### config.mk
export PLATFORM = sky130hd
export DESIGN_NAME = mpu_collector_flat
export DESIGN_NICKNAME = d
export VERILOG_FILES = /design/src/rtl/mpu_collector_if.sv /design/src/rtl/mpu_collector.sv /design/src/flat_wrapper.sv
export SDC_FILE = /design/constraint.sdc
export NUM_CORES = 1
export LEC_CHECK = 0
export CORE_UTILIZATION = 30
export CTS_BUF_LIST = sky130_fd_sc_hd__clkbuf_4
export DETAILED_ROUTE_END_ITERATION = 8
export SKIP_CTS_REPAIR_TIMING = 1
export SLEW_MARGIN = 15
export SYNTH_ARGS = -nofsm -noshare
export SYNTH_HDL_FRONTEND = slang
export SYNTH_SLANG_ARGS = --single-unit
### constraint.sdc
create_clock -name clk -period 22.9 [get_ports clk]
set_input_delay 4.58 -clock clk [delete_from_list [all_inputs] [get_ports clk]]
set_output_delay 4.58 -clock clk [all_outputs]
set_load 0.02 [all_outputs]
### src/rtl/mpu_collector_if.sv
// mpu_collector_if: start/element/write-back bundle between the FMA array, collector and register file
interface mpu_collector_if #(
  parameter int FP = 32,
  parameter int M = 3,
  parameter int N = 3,
  parameter int MATRIX_REGISTERS = 8
);
  localparam int MBITS = $clog2(M);
  localparam int NBITS = $clog2(N);
  localparam int AW = $clog2(MATRIX_REGISTERS) + 1;
  logic start_in;
  logic [AW-1:0] dest_addr_in;
  logic [MBITS:0] m_in;
  logic [NBITS:0] n_in;
  logic fma_valid_in;
  logic [FP-1:0] fma_result_in;
  logic [MBITS:0] fma_row_in;
  logic [NBITS:0] fma_col_in;
  logic busy_out;
  logic reg_write_en_out;
  logic [AW-1:0] reg_write_addr_out;
  logic [MBITS:0] reg_write_m_out;
  logic [NBITS:0] reg_write_n_out;
  logic [M*N*FP-1:0] reg_write_matrix_out;
  logic done_out;
  logic error_out;
  modport master (
    output start_in, dest_addr_in, m_in, n_in, fma_valid_in, fma_result_in, fma_row_in, fma_col_in,
    input busy_out, reg_write_en_out, reg_write_addr_out, reg_write_m_out, reg_write_n_out,
    input reg_write_matrix_out, done_out, error_out
  );
  modport slave (
    input start_in, dest_addr_in, m_in, n_in, fma_valid_in, fma_result_in, fma_row_in, fma_col_in,
    output busy_out, reg_write_en_out, reg_write_addr_out, reg_write_m_out, reg_write_n_out,
    output reg_write_matrix_out, done_out, error_out
  );
endinterface

### src/rtl/mpu_collector.sv
// mpu_collector: gathers row/col-tagged FMA results into an MxN buffer and issues one whole-matrix write
module mpu_collector #(
  parameter int FP = 32,
  parameter int M = 3,
  parameter int N = 3,
  parameter int MATRIX_REGISTERS = 8
) (
  input logic clk,
  input logic rst,
  mpu_collector_if.slave bus
);
  localparam int MBITS = $clog2(M);
  localparam int NBITS = $clog2(N);
  localparam int AW = $clog2(MATRIX_REGISTERS) + 1;
  localparam int E = M * N;
  localparam int IW = (E > 1) ? $clog2(E) : 1;
  localparam int CW = $clog2(E + 1);
  localparam int TW = MBITS + NBITS + 2;
  typedef enum logic {COLLECTOR_IDLE, COLLECTOR_WRITE} collector_state_e;
  collector_state_e r_state, w_nstate;
  logic [AW-1:0] r_addr, r_oaddr;
  logic [MBITS:0] r_m, r_om;
  logic [NBITS:0] r_n, r_on;
  logic [FP-1:0] r_buf [E];
  logic [FP-1:0] w_buf [E];
  logic [E-1:0] r_mask;
  logic [CW-1:0] r_cnt;
  logic [E*FP-1:0] r_omat, w_pack;
  logic [TW-1:0] w_tot;
  logic [IW-1:0] w_idx;
  logic r_we, r_err;
  logic w_start, w_legal, w_start_ok, w_start_bad, w_hit, w_fit, w_acc, w_rej, w_fin;
  assign w_idx = IW'(int'(bus.fma_row_in) * N + int'(bus.fma_col_in));
  assign w_start = r_state == COLLECTOR_IDLE && bus.start_in;
  assign w_legal = bus.m_in != '0 && bus.n_in != '0 &&
                   bus.m_in <= (MBITS+1)'(M) && bus.n_in <= (NBITS+1)'(N);
  assign w_start_ok = w_start && w_legal;
  assign w_start_bad = w_start && !w_legal;
  assign w_hit = r_state == COLLECTOR_WRITE && bus.fma_valid_in;
  assign w_fit = bus.fma_row_in < r_m && bus.fma_col_in < r_n && !r_mask[w_idx];
  assign w_acc = w_hit && w_fit;
  assign w_rej = w_hit && !w_fit;
  assign w_tot = TW'(r_m) * TW'(r_n);
  // the element arriving this cycle is folded in so the final write carries it
  assign w_fin = w_acc && TW'(r_cnt + 1'b1) == w_tot;
  always_comb begin
    w_nstate = w_start_ok ? COLLECTOR_WRITE : w_fin ? COLLECTOR_IDLE : r_state;
  end
  always_comb begin
    w_buf = r_buf;
    if (w_acc) w_buf[w_idx] = bus.fma_result_in;
  end
  for (genvar g = 0; g < E; g++) begin : g_pack
    assign w_pack[(E-1-g)*FP +: FP] = w_buf[g];
  end
  always_ff @(posedge clk or posedge rst) begin
    if (rst) begin
      r_state <= COLLECTOR_IDLE;
      r_addr <= '0;
      r_m <= '0;
      r_n <= '0;
      r_buf <= '{default: '0};
      r_mask <= '0;
      r_cnt <= '0;
      r_we <= 1'b0;
      r_err <= 1'b0;
      r_oaddr <= '0;
      r_om <= '0;
      r_on <= '0;
      r_omat <= '0;
    end else begin
      r_state <= w_nstate;
      r_we <= w_fin;
      r_err <= w_start_ok ? 1'b0 : (w_start_bad || w_rej) ? 1'b1 : r_err;
      if (w_start_ok) begin
        r_addr <= bus.dest_addr_in;
        r_m <= bus.m_in;
        r_n <= bus.n_in;
        r_buf <= '{default: '0};
        r_mask <= '0;
        r_cnt <= '0;
      end else if (w_acc) begin
        r_buf <= w_buf;
        r_mask[w_idx] <= 1'b1;
        r_cnt <= r_cnt + 1'b1;
      end
      if (w_fin) begin
        r_oaddr <= r_addr;
        r_om <= r_m;
        r_on <= r_n;
        r_omat <= w_pack;
      end
    end
  end
  assign bus.busy_out = r_state == COLLECTOR_WRITE;
  assign bus.reg_write_en_out = r_we;
  assign bus.done_out = r_we;
  assign bus.error_out = r_err;
  assign bus.reg_write_addr_out = r_oaddr;
  assign bus.reg_write_m_out = r_om;
  assign bus.reg_write_n_out = r_on;
  assign bus.reg_write_matrix_out = r_omat;
endmodule

### src/flat_wrapper.sv
// flat-port wrapper written by rule: the top's interface ports become plain ports
module mpu_collector_flat 
#(
  parameter int FP = 32,
  parameter int M = 3,
  parameter int N = 3,
  parameter int MATRIX_REGISTERS = 8
)
  (clk, rst, bus_start_in, bus_dest_addr_in, bus_m_in, bus_n_in, bus_fma_valid_in, bus_fma_result_in, bus_fma_row_in, bus_fma_col_in, bus_busy_out, bus_reg_write_en_out, bus_reg_write_addr_out, bus_reg_write_m_out, bus_reg_write_n_out, bus_reg_write_matrix_out, bus_done_out, bus_error_out);
  mpu_collector_if #(.FP(FP), .M(M), .N(N), .MATRIX_REGISTERS(MATRIX_REGISTERS)) bus_i ();
  input logic clk;
  input logic rst;
  input wire logic [$bits(bus_i.start_in)-1:0] bus_start_in;
  input wire logic [$bits(bus_i.dest_addr_in)-1:0] bus_dest_addr_in;
  input wire logic [$bits(bus_i.m_in)-1:0] bus_m_in;
  input wire logic [$bits(bus_i.n_in)-1:0] bus_n_in;
  input wire logic [$bits(bus_i.fma_valid_in)-1:0] bus_fma_valid_in;
  input wire logic [$bits(bus_i.fma_result_in)-1:0] bus_fma_result_in;
  input wire logic [$bits(bus_i.fma_row_in)-1:0] bus_fma_row_in;
  input wire logic [$bits(bus_i.fma_col_in)-1:0] bus_fma_col_in;
  output wire logic [$bits(bus_i.busy_out)-1:0] bus_busy_out;
  output wire logic [$bits(bus_i.reg_write_en_out)-1:0] bus_reg_write_en_out;
  output wire logic [$bits(bus_i.reg_write_addr_out)-1:0] bus_reg_write_addr_out;
  output wire logic [$bits(bus_i.reg_write_m_out)-1:0] bus_reg_write_m_out;
  output wire logic [$bits(bus_i.reg_write_n_out)-1:0] bus_reg_write_n_out;
  output wire logic [$bits(bus_i.reg_write_matrix_out)-1:0] bus_reg_write_matrix_out;
  output wire logic [$bits(bus_i.done_out)-1:0] bus_done_out;
  output wire logic [$bits(bus_i.error_out)-1:0] bus_error_out;
  assign bus_i.start_in = bus_start_in;
  assign bus_i.dest_addr_in = bus_dest_addr_in;
  assign bus_i.m_in = bus_m_in;
  assign bus_i.n_in = bus_n_in;
  assign bus_i.fma_valid_in = bus_fma_valid_in;
  assign bus_i.fma_result_in = bus_fma_result_in;
  assign bus_i.fma_row_in = bus_fma_row_in;
  assign bus_i.fma_col_in = bus_fma_col_in;
  assign bus_busy_out = bus_i.busy_out;
  assign bus_reg_write_en_out = bus_i.reg_write_en_out;
  assign bus_reg_write_addr_out = bus_i.reg_write_addr_out;
  assign bus_reg_write_m_out = bus_i.reg_write_m_out;
  assign bus_reg_write_n_out = bus_i.reg_write_n_out;
  assign bus_reg_write_matrix_out = bus_i.reg_write_matrix_out;
  assign bus_done_out = bus_i.done_out;
  assign bus_error_out = bus_i.error_out;
  mpu_collector #(.FP(FP), .M(M), .N(N), .MATRIX_REGISTERS(MATRIX_REGISTERS)) u_core (.clk(clk), .rst(rst), .bus(bus_i));
endmodule
==> summary.md <==
| Metric | Value |
|---|---|
| Crit path launch type | `input pin` |
| Hold path cells | `2` |
| Hold Crit Class | `flop to flop` |
| Post-Synth Simple-Gate Area | `0.0785` |
| Mux contribution to synthesized area | `0.248` |
| CTS sink count | `between 600 and 700` |
| Crit. path cell count | `14` |
| Bufs and invs on worst path | `5` |
| CP max-delay cell | `and4bb_4` |
| Largest net degree at the start of global routing | `between 100 and 150` |
| Sequential-to-total area share from yosys stat | `0.598` |
| Worst Skew | `a little over 0.06 ns` |
| HPWL Detailed | `42500 um` |
| Final setup viols | `0` |
| Gate Count Post-Synth | `1893` |
| Required time at the worst-slack endpoint | `~24 ns` |
| Sw Share | `0.267` |
| Max Clock Freq | `0.0979 GHz` |
| Antenna violations before repair | `2` |
| Die X-Extent | `between 200 and 300 um` |
| Syn Nets | `roughly 2000` |
| Worst path max stage delay | `between 0.9 and 1 ns` |
| Async set-reset flop share out of synthesis | `1.00` |
| Initial Utilization | `0.304` |
| CP delay by family, top | `buffers and inverters` |
| Sequential share of power | `0.489` |
| VDD IR max | `approximately 0.039 mV` |
| Total CTS buffers | `~160` |
| Final core utilization | `0.379` |
| CTS Buffer Depth | `3` |
| Crit path cell chain | `clkdlybuf4s50_1, inv_1, fa_1, inv_1, ha_1, fa_1, xor3_1, and3_4, a211oi_4, o211ai_4, and4bb_4, buf_12, buf_4, mux2_2` |
| XOR/XNOR Fraction of Synth Area | `0.00298` |
| Worst path arrival time | `about 11 ns` |
| I/O Buffers | `roughly 350` |
| CTS Root Buffer Type | `clkbuf_4` |
| Least-Margin Pin Slew | `~1.1 ns` |
| # Max-Cap Violations | `0` |
| Layout cells sized above 1 | `0.268` |
| NetSw | `about 0.00074 W` |
| Gr usage total | `0.160` |
| H-tree levels | `4` |
| Slew HR | `0.267` |
| Design internal power | `between 0.002 and 0.0025 W` |
| Vias in the first global route | `roughly 17000` |
| Gpl congestion | `0.790` |
| Crit. End Element | `flop` |
| First-pass GRT wire length | `105000 um` |
| Area Growth Syn to Fin | `24.6%` |
| Tcrit/Tclk final | `0.446` |
| Post-synthesis register bit count | `approximately 610` |
| Clock Power Share | `0.342` |
| CTS clk-pin slew, worst paths | `0.06 ns` |
| CTS tree | `built` |
| Library cells used by synthesis | `40` |
| I/O pin count | `354` |
| Top_reg_cell synth | `dfrtp_1` |
| Most common cell after layout, fill and taps aside | `dfrtp_1` |
| Crit-path max FO | `approximately 140` |
| Drc violations | `0` |
| Setup tns final | `0 ns` |
| Fin area | `~32000 um^2` |
| First-pass DRT Iterations | `4` |
| Status | `completed` |
| Synth Area in Compound Gates | `0.00860` |
| Cell Area, Synth | `between 20000 and 30000 um^2` |
| Core area | `84100 um^2` |
| Final wirelength | `between 60000 and 70000 um` |
| Most frequent cells in the layout | `dfrtp_1, mux2_2, clkdlybuf4s50_1` |
| Total congestion overflow | `0` |
| End of the critical path | `u_core.bus.reg_write_matrix_out[242]` |
| Routed vias/inst | `4.48` |
| Clock latency at the later pin of the worst-skew pair | `between 0.9 and 1 ns` |
| Vias post-DR | `approximately 16000` |
| # nets final | `~2400` |
| Leak | `between 15 and 20 nW` |
| Gate power share | `0.169` |
| Die footprint | `86500 um^2` |
| Final hold vios | `0` |
| R2R depth | `11` |
| Synth Area in Adders | `0.00978` |
| Row count | `between 100 and 150` |
| WL/cell | `approximately 19 um` |
| Fill cell count | `8194` |
| Min cycle time layout | `slightly above 10 ns` |
| RSZ-0062 raised after global routing | `no` |
| R2r endpoint | `u_core.bus.reg_write_matrix_out[242]` |
| Mapped Avg Cell Area | `13.5 um^2` |
| CP Launch Point | `bus_fma_row_in[1]` |
| Routed Antenna Nets | `0` |
| Crit Path Class | `input pin to flop` |
| Iteration-0 DRC Markers | `between 700 and 800` |
| Worst r2r src | `u_core.r_m[0]` |
| PwrDens | `roughly 90 nW/um^2` |
| Floorplan die height | `approximately 300 um` |
| Reg2Reg Setup Slack | `17.38 ns` |
| Largest family of logic cells by synthesized area | `multiplexers` |
| Placement Cell Area | `29800 um^2` |
| Synth Warn # | `0` |
| Final Max Tran Viols | `0` |
| Post-synth EDFFs | `0` |
-- synthesized netlist by cell type, types with 4 or more instances --
cell      number  share of area
fa_1           5         0.0039
xor2_1         4         0.0014
nor3b_1        4         0.0012
and2_1       177          0.043
and4_1         5         0.0017
buf_6         28          0.012
nand3_1        5        0.00098
nor2b_1        4        0.00098
nand4_4        4         0.0033
clkbuf_1      48         0.0070
mux2_2       354           0.16
inv_1        129          0.019
nand2_1       37         0.0054
buf_4         35          0.010
a21o_1         7         0.0021
ha_1          12         0.0059
mux2i_1      236          0.092
nor2_1       130          0.019
buf_2         25         0.0049
dfrtp_1      612           0.60
o21ai_0        9         0.0018
-- worst min-delay path by stage --
stage | startpoint | endpoint | slack, ns
after floorplan | u_core.r_mask[0] | u_core.r_mask[0] | 0.44
after global placement | u_core.r_mask[2] | u_core.r_mask[2] | 0.45
after detailed placement | u_core.r_mask[0] | u_core.r_mask[0] | 0.46
after CTS | u_core.r_mask[0] | u_core.r_mask[0] | 0.47
after global routing | u_core.r_mask[2] | u_core.r_mask[2] | 0.49
final | u_core.r_mask[2] | u_core.r_mask[2] | 0.47
-- power groups by stage --
stage | clock network [W] | logic, W | registers (W)
floorplan | 0 | 0.000387 | 0.00137
CTS | 0.00100 | 0.000478 | 0.00137
detailed placement | 0 | 0.000477 | 0.00139
finish | 0.000956 | 0.000471 | 0.00137
global route | 0.00106 | 0.000536 | 0.00139
global placement | 0 | 0.000453 | 0.00137
-- worst min-delay path, delay by kind of cell, from the launching register on --
| kind | cells | cell delay (ns) |
|---|---|---|
| DFF | 1 | 0.34 |
| and+or+nand+nor | 2 | 0.10 |
-- cell families after synthesis --
kind of cell,after synthesis
flops,612
xor+xnor,7
buf+inv,265
simple gates,375
compound gates,26
fa+ha+maj,17
mux,591
-- stage by stage --
step | cells | setup WS, ns | power, W | hold slack (ns)
5_1_grt | 3542 | 12.54 | 0.00298 | 0.493
6_report | 3542 | 12.68 | 0.00279 | 0.472
4_1_cts | 3541 | 12.83 | 0.00285 | 0.473
3_3_place_gp | 3263 | 11.83 | 0.00183 | 0.452
2_1_floorplan | 1893 | 1.18 | 0.00176 | 0.438
3_5_place_dp | 3263 | 11.76 | 0.00186 | 0.460
-- registers in the layout, indices dropped and copies added, names as in the netlist, 3 cells and up --
name	count
u_core.bus.reg_write_matrix_out	288
u_core.bus.reg_write_addr_out	4
u_core.r_cnt	4
u_core.r_buf	288
u_core.r_mask	9
u_core.r_n	3
u_core.r_addr	4
u_core.bus.reg_write_m_out	3
u_core.bus.reg_write_n_out	3
u_core.r_m	3
-- per-layer routing --
metal  wire length (um)  global-route usage  part of all wire  vias to the layer above
met4               1320              0.0549             0.020                        0
met2              34100               0.269              0.50                      367
met3               2910              0.0352             0.043                      104
met5                  0                   0                 0                        -
met1              29400               0.202              0.43                     8236
li1                   -                   -                 -                     7167
-- final cells by class --
type                    count  area (um^2)  area share
flip-flops and latches    612        15300       0.480
multi-input cells        1016         8930       0.280
repair buffers            372         3690       0.116
clock buffers             239         1790      0.0562
well taps                1134         1420      0.0445
inverters                 129          492      0.0154
clock inverters            39          250     0.00784
diodes                      1         2.50   0.0000784
Note: power is estimated with default switching activity, not from simulation.
